===== src/rtl/ca_seq_52bit.sv =====
// 52x52 carry-less (GF(2)) multiplier built from one 13x13 carry-less core that is
// reused over the 16 segment pairs, one pair per clock. Result is the unreduced 103-bit product.

module ca_13bit (
   input  logic [12:0] a,
   input  logic [12:0] b,
   output logic [24:0] p
);

   function automatic logic [24:0] clmul13(input logic [12:0] x, input logic [12:0] z);
      logic [24:0] r;
      r = '0;
      for (int k = 0; k < 13; k++) begin
         if (z[k]) begin
            r = r ^ ({12'd0, x} << k);
         end
      end
      return r;
   endfunction

   always_comb begin
      p = clmul13(a, b);
   end

endmodule

module ca_seq_52bit (
   input  logic         clk,
   input  logic         rst_n,
   input  logic         in_valid,
   output logic         in_ready,
   input  logic [51:0]  a,
   input  logic [51:0]  b,
   output logic         out_valid,
   input  logic         out_ready,
   output logic [102:0] y,
   output logic         busy
);

   typedef enum logic [1:0] {
      IDLE = 2'd0,
      MUL  = 2'd1,
      DONE = 2'd2
   } state_t;

   state_t         state_q, state_d;
   logic [51:0]    a_reg_q, a_reg_d;
   logic [51:0]    b_reg_q, b_reg_d;
   logic [102:0]   acc_q, acc_d;
   logic [3:0]     cnt_q, cnt_d;

   logic [1:0]     seg_i, seg_j;
   logic [2:0]     seg_k;
   logic [12:0]    seg_a, seg_b;
   logic [24:0]    part;

   function automatic logic [12:0] seg_sel(input logic [51:0] v, input logic [1:0] idx);
      logic [12:0] s;
      case (idx)
         2'd0:    s = v[12:0];
         2'd1:    s = v[25:13];
         2'd2:    s = v[38:26];
         default: s = v[51:39];
      endcase
      return s;
   endfunction

   // Partial product lands at bit 13*(i+j); widest placement (k=6) tops out at bit 102.
   function automatic logic [102:0] place(input logic [24:0] p, input logic [2:0] k);
      logic [102:0] w;
      w = {78'd0, p};
      case (k)
         3'd0:    place = w;
         3'd1:    place = w << 13;
         3'd2:    place = w << 26;
         3'd3:    place = w << 39;
         3'd4:    place = w << 52;
         3'd5:    place = w << 65;
         3'd6:    place = w << 78;
         default: place = '0;
      endcase
   endfunction

   assign seg_i = cnt_q[3:2];
   assign seg_j = cnt_q[1:0];
   assign seg_k = {1'b0, seg_i} + {1'b0, seg_j};
   assign seg_a = seg_sel(a_reg_q, seg_i);
   assign seg_b = seg_sel(b_reg_q, seg_j);

   ca_13bit u_core (
      .a (seg_a),
      .b (seg_b),
      .p (part)
   );

   always_comb begin
      state_d   = state_q;
      a_reg_d   = a_reg_q;
      b_reg_d   = b_reg_q;
      acc_d     = acc_q;
      cnt_d     = cnt_q;
      in_ready  = 1'b0;
      out_valid = 1'b0;
      busy      = 1'b0;
      case (state_q)
         IDLE: begin
            in_ready = 1'b1;
            if (in_valid) begin
               a_reg_d = a;
               b_reg_d = b;
               acc_d   = '0;
               cnt_d   = '0;
               state_d = MUL;
            end
         end
         MUL: begin
            busy  = 1'b1;
            acc_d = acc_q ^ place(part, seg_k);
            cnt_d = cnt_q + 4'd1;
            if (cnt_q == 4'd15) begin
               state_d = DONE;
            end
         end
         DONE: begin
            busy      = 1'b1;
            out_valid = 1'b1;
            if (out_ready) begin
               state_d = IDLE;
            end
         end
         default: begin
            state_d = IDLE;
         end
      endcase
   end

   always_ff @(posedge clk or negedge rst_n) begin
      if (!rst_n) begin
         state_q <= IDLE;
         a_reg_q <= '0;
         b_reg_q <= '0;
         acc_q   <= '0;
         cnt_q   <= '0;
      end else begin
         state_q <= state_d;
         a_reg_q <= a_reg_d;
         b_reg_q <= b_reg_d;
         acc_q   <= acc_d;
         cnt_q   <= cnt_d;
      end
   end

   assign y = acc_q;

endmodule


===== config.mk =====
export PLATFORM = sky130hd
export DESIGN_NAME = ca_seq_52bit
export DESIGN_NICKNAME = d
export VERILOG_FILES = /design/src/rtl/ca_seq_52bit.sv
export SDC_FILE = /design/constraint.sdc
export NUM_CORES = 1
export LEC_CHECK = 0
export ABC_AREA = 1
export CAP_MARGIN = 20
export CORE_ASPECT_RATIO = 0.9
export CORE_MARGIN = 1.5
export CORE_UTILIZATION = 43
export CTS_BUF_LIST = sky130_fd_sc_hd__clkbuf_8
export CTS_CLUSTER_SIZE = 30
export DETAILED_ROUTE_END_ITERATION = 7
export HOLD_SLACK_MARGIN = 0.15
export PLACE_DENSITY = 0.66
export SYNTH_ARGS = -nofsm -noshare
export SYNTH_HDL_FRONTEND = slang
export SYNTH_HIERARCHICAL = 1
export SYNTH_SLANG_ARGS = --single-unit

===== constraint.sdc =====
create_clock -name clk -period 4.24 [get_ports clk]
set_input_delay 1.06 -clock clk [delete_from_list [all_inputs] [get_ports clk]]
set_output_delay 1.06 -clock clk [all_outputs]
set_load 0.02 [all_outputs]

==> key figures <==
Floorplan
  • Die Footprint: 32600 um^2
  • Initial standard-cell utilization of the core: 0.438
  • Core area: 31000 um^2
  • Number of core rows: 61
  • Y dimension of the die: 171 um
  • I/O Pins: 214
  • Die extent in x: 190 um

GRT
  • First-pass GRT wire length: 71100 um
  • Global-route usage over all layers: 0.277
  • Sum of overflow across all layers after global routing: 0
  • Vias in the first global route: 13300
  • Pin count of the biggest net entering global routing: 106
  • Initial antenna violation count: 0

Finish
  • Fill cell count: 3012
  • Fraction of layout cells with a size suffix above 1: 0.0712
  • Antenna cell count: 0
  • Final design utilization: 0.543
  • Post-route non-filler standard cell count: 2571
  • Leading cell types in the layout, fill and taps excluded: sky130_fd_sc_hd__nand2_1 (842), sky130_fd_sc_hd__dfrtp_1 (213), sky130_fd_sc_hd__clkdlybuf4s50_1 (212)
  • Area added between synthesis and finish: 24.1%
  • Total Nets Final: 2258
  • Most frequent standard cell in the layout excluding fill and tap cells: sky130_fd_sc_hd__nand2_1

Synth
  • Area share of the largest cell type after synthesis: 0.393
  • Cell area after technology mapping: 13600 um^2
  • Most used DFF post-synth: sky130_fd_sc_hd__dfrtp_1
  • Synthesized area per cell: 6.94 um^2
  • Post-Syn Instances: 1955
  • Total nets after synthesis: 2072
  • Yosys cell types: 28
  • Sequential fraction of the synthesis area: 0.393
  • Flop and latch count out of synthesis: 213
  • Count of flip-flops with a built-in enable after synthesis: 0
  • Yosys synthesis warning count: 6
  • Most area-hungry cell type in the Yosys netlist: sky130_fd_sc_hd__dfrtp_1
  • Post-synth ARST share: 1.00
  • Dominant cells by area after synthesis: sky130_fd_sc_hd__dfrtp_1 (39%), sky130_fd_sc_hd__nand2_1 (23%), sky130_fd_sc_hd__nand3_1 (5.8%), sky130_fd_sc_hd__nand4_1 (4.5%), sky130_fd_sc_hd__xnor2_1 (4.4%)

Run
  • Reported max-cap violation count: 0

Setup path
  • Worst setup EP type: flip-flop
  • Startpoint types: flip-flop
  • Peak per-stage delay on the critical path: 0.59 ns
  • CP Buf/Inv Count: 4
  • CP delay by family, top: simple AND/OR/NAND/NOR gates
  • CP arrival: 4.09 ns
  • Worst-path fanout max: 13
  • Cell Chain, Critical Path: inv_1 -> nand2_1 -> inv_1 -> nand2_1 -> nand4_1 -> buf_4 -> nand2_1 -> xor2_1 -> xnor2_2 -> xor2_1 -> nand2_1 -> nand2_1 -> inv_1 -> nor2_1 -> nand3_1 -> nand2_1 -> nor2_1
  • Required time worst endpoint: 4.67 ns
  • Slowest CP cell: sky130_fd_sc_hd__nand4_1
  • Kind of critical path: flip-flop to flip-flop
  • Cell seen most often among critical-path stages: sky130_fd_sc_hd__nand2_1

Place
  • Final Wtd Congestion: 0.853
  • Post-placement cell count: 2509
  • Number of buffers inserted by port buffering: 213
  • HPWL after detailed placement: 31100 um

Clock tree
  • Maximum clock insertion buffer count: 3
  • CTS Hold Bufs: 0
  • Clk slew on worst S/H paths: 0.06 ns
  • Number of clock buffers inserted by TritonCTS: 39
  • Deepest level of the CTS H-tree: 2
  • Post-cts resize count: 0
  • Clock sink total: 213
  • Postcts setup bufs: 0
  • Root Buffer Master: sky130_fd_sc_hd__clkbuf_8
  • CTS tree: yes
  • Worst-skew pair later-pin latency: 0.56 ns

STA
  • Final count of negative-setup-slack endpoints: 0
  • Tightest slew margin relative to the limit: 0.403
  • Total Negative Setup Slacks: 0 ns
  • Max Freq: 274 MHz
  • Max Transition Viols Final: 0
  • Hold violation count in the final report: 0
  • Worst slew pin tran: 0.896 ns
  • Worst clock skew: 0.0237 ns
  • Setup repair after global routing missed its margin: false
  • Part of the cycle the worst path needs: 0.862
  • Min Clock Period, post-route: 3.65 ns

Drt
  • Iteration-0 DRC count of the detailed router: 1128
  • Post-route DRC: 0
  • Post-DR wirelength/cell: 17.4 um
  • Antenna Violating Nets Remaining: 0
  • Total via count in the routed design: 13700
  • Iteration count of the initial detailed-routing pass: 7
  • DR vias/cell: 5.35
  • Total wire length after detailed routing: 44700 um

Worst hold path
  • Path category of the worst min-delay check: flip-flop to flip-flop

Outcome
  • Result of the run: finished clean
registers in the layout, indices dropped and copies added (netlist names):
signal	cells
y	103
a_reg_q	52
cnt_q	4
state_q	2
b_reg_q	52
worst paths after layout:
check / to / startpoint / slack (ns) / cells after the start
max: y[8]$_DFFE_PN0P_ / cnt_q[3]$_DFFE_PN0P_ / 0.59 / 17
min: a_reg_q[10]$_DFFE_PN0P_ / a_reg_q[10]$_DFFE_PN0P_ / 0.48 / 2
max reg2reg: y[8]$_DFFE_PN0P_ / cnt_q[3]$_DFFE_PN0P_ / 0.59 / 17
min reg2reg: a_reg_q[10]$_DFFE_PN0P_ / a_reg_q[10]$_DFFE_PN0P_ / 0.48 / 2
max in group asynchronous: a_reg_q[45]$_DFFE_PN0P_ / rst_n / 2.73 / 2
min in group asynchronous: b_reg_q[41]$_DFFE_PN0P_ / rst_n / 0.52 / 1
Yosys cell counts (all sizes together) (13+ instances only):
cell	number
a21oi	117
a31oi	13
buf	91
clkbuf	38
dfrtp	213
inv	75
nand2	852
nand3	157
nand4	98
nor2	150
xnor2	86
xor2	36
worst min-delay path, stage by stage, from the launching register on:
cell and delay [ns]:
sky130_fd_sc_hd__dfrtp_1 0.34, sky130_fd_sc_hd__nand2_1 0.05, sky130_fd_sc_hd__nand2_1 0.05
area by class of cell:
class | count | area (um^2) | area share
inverters | 76 | 285 | 0.0170
clock buffers | 47 | 647 | 0.0385
well taps | 409 | 512 | 0.0304
multi-input cells | 1537 | 7300 | 0.434
flip-flops and latches | 213 | 5330 | 0.317
clock inverters | 15 | 115 | 0.00684
repair buffers | 274 | 2630 | 0.156
routing by layer:
layer / global-route usage / wire length (um) / vias to the layer above
li1: - / - / 6620
met5: 0 / 0 / -
met4: 0.106 / 1430 / 0
met2: 0.421 / 19500 / 637
met1: 0.386 / 19400 / 6374
met3: 0.0618 / 4290 / 116
stage by stage:
stage	setup slack (ns)	hold WS (ns)	cell area (um^2)
final	0.585	0.479	16800
after global routing	0.270	0.491	16800
after CTS	0.629	0.482	16800
after detailed placement	0.661	0.467	16100
after global placement	0.752	0.462	16100
after floorplan	1.28	0.449	13600
cell families (layout without fill, tap and decap cells):
group,Yosys count,count (layout),share of synthesized area
xor gates and xnor gates,122,122,0.0888
buffers and inverters,205,412,0.0686
AOI/OAI and AO/OA,135,135,0.0510
adders and majority gates,9,9,0.00886
DFF,213,213,0.393
and+or+nand+nor,1271,1271,0.390
Power is not shown: default switching activity piles up to over one toggle a cycle in this logic, so the estimate is an artifact.
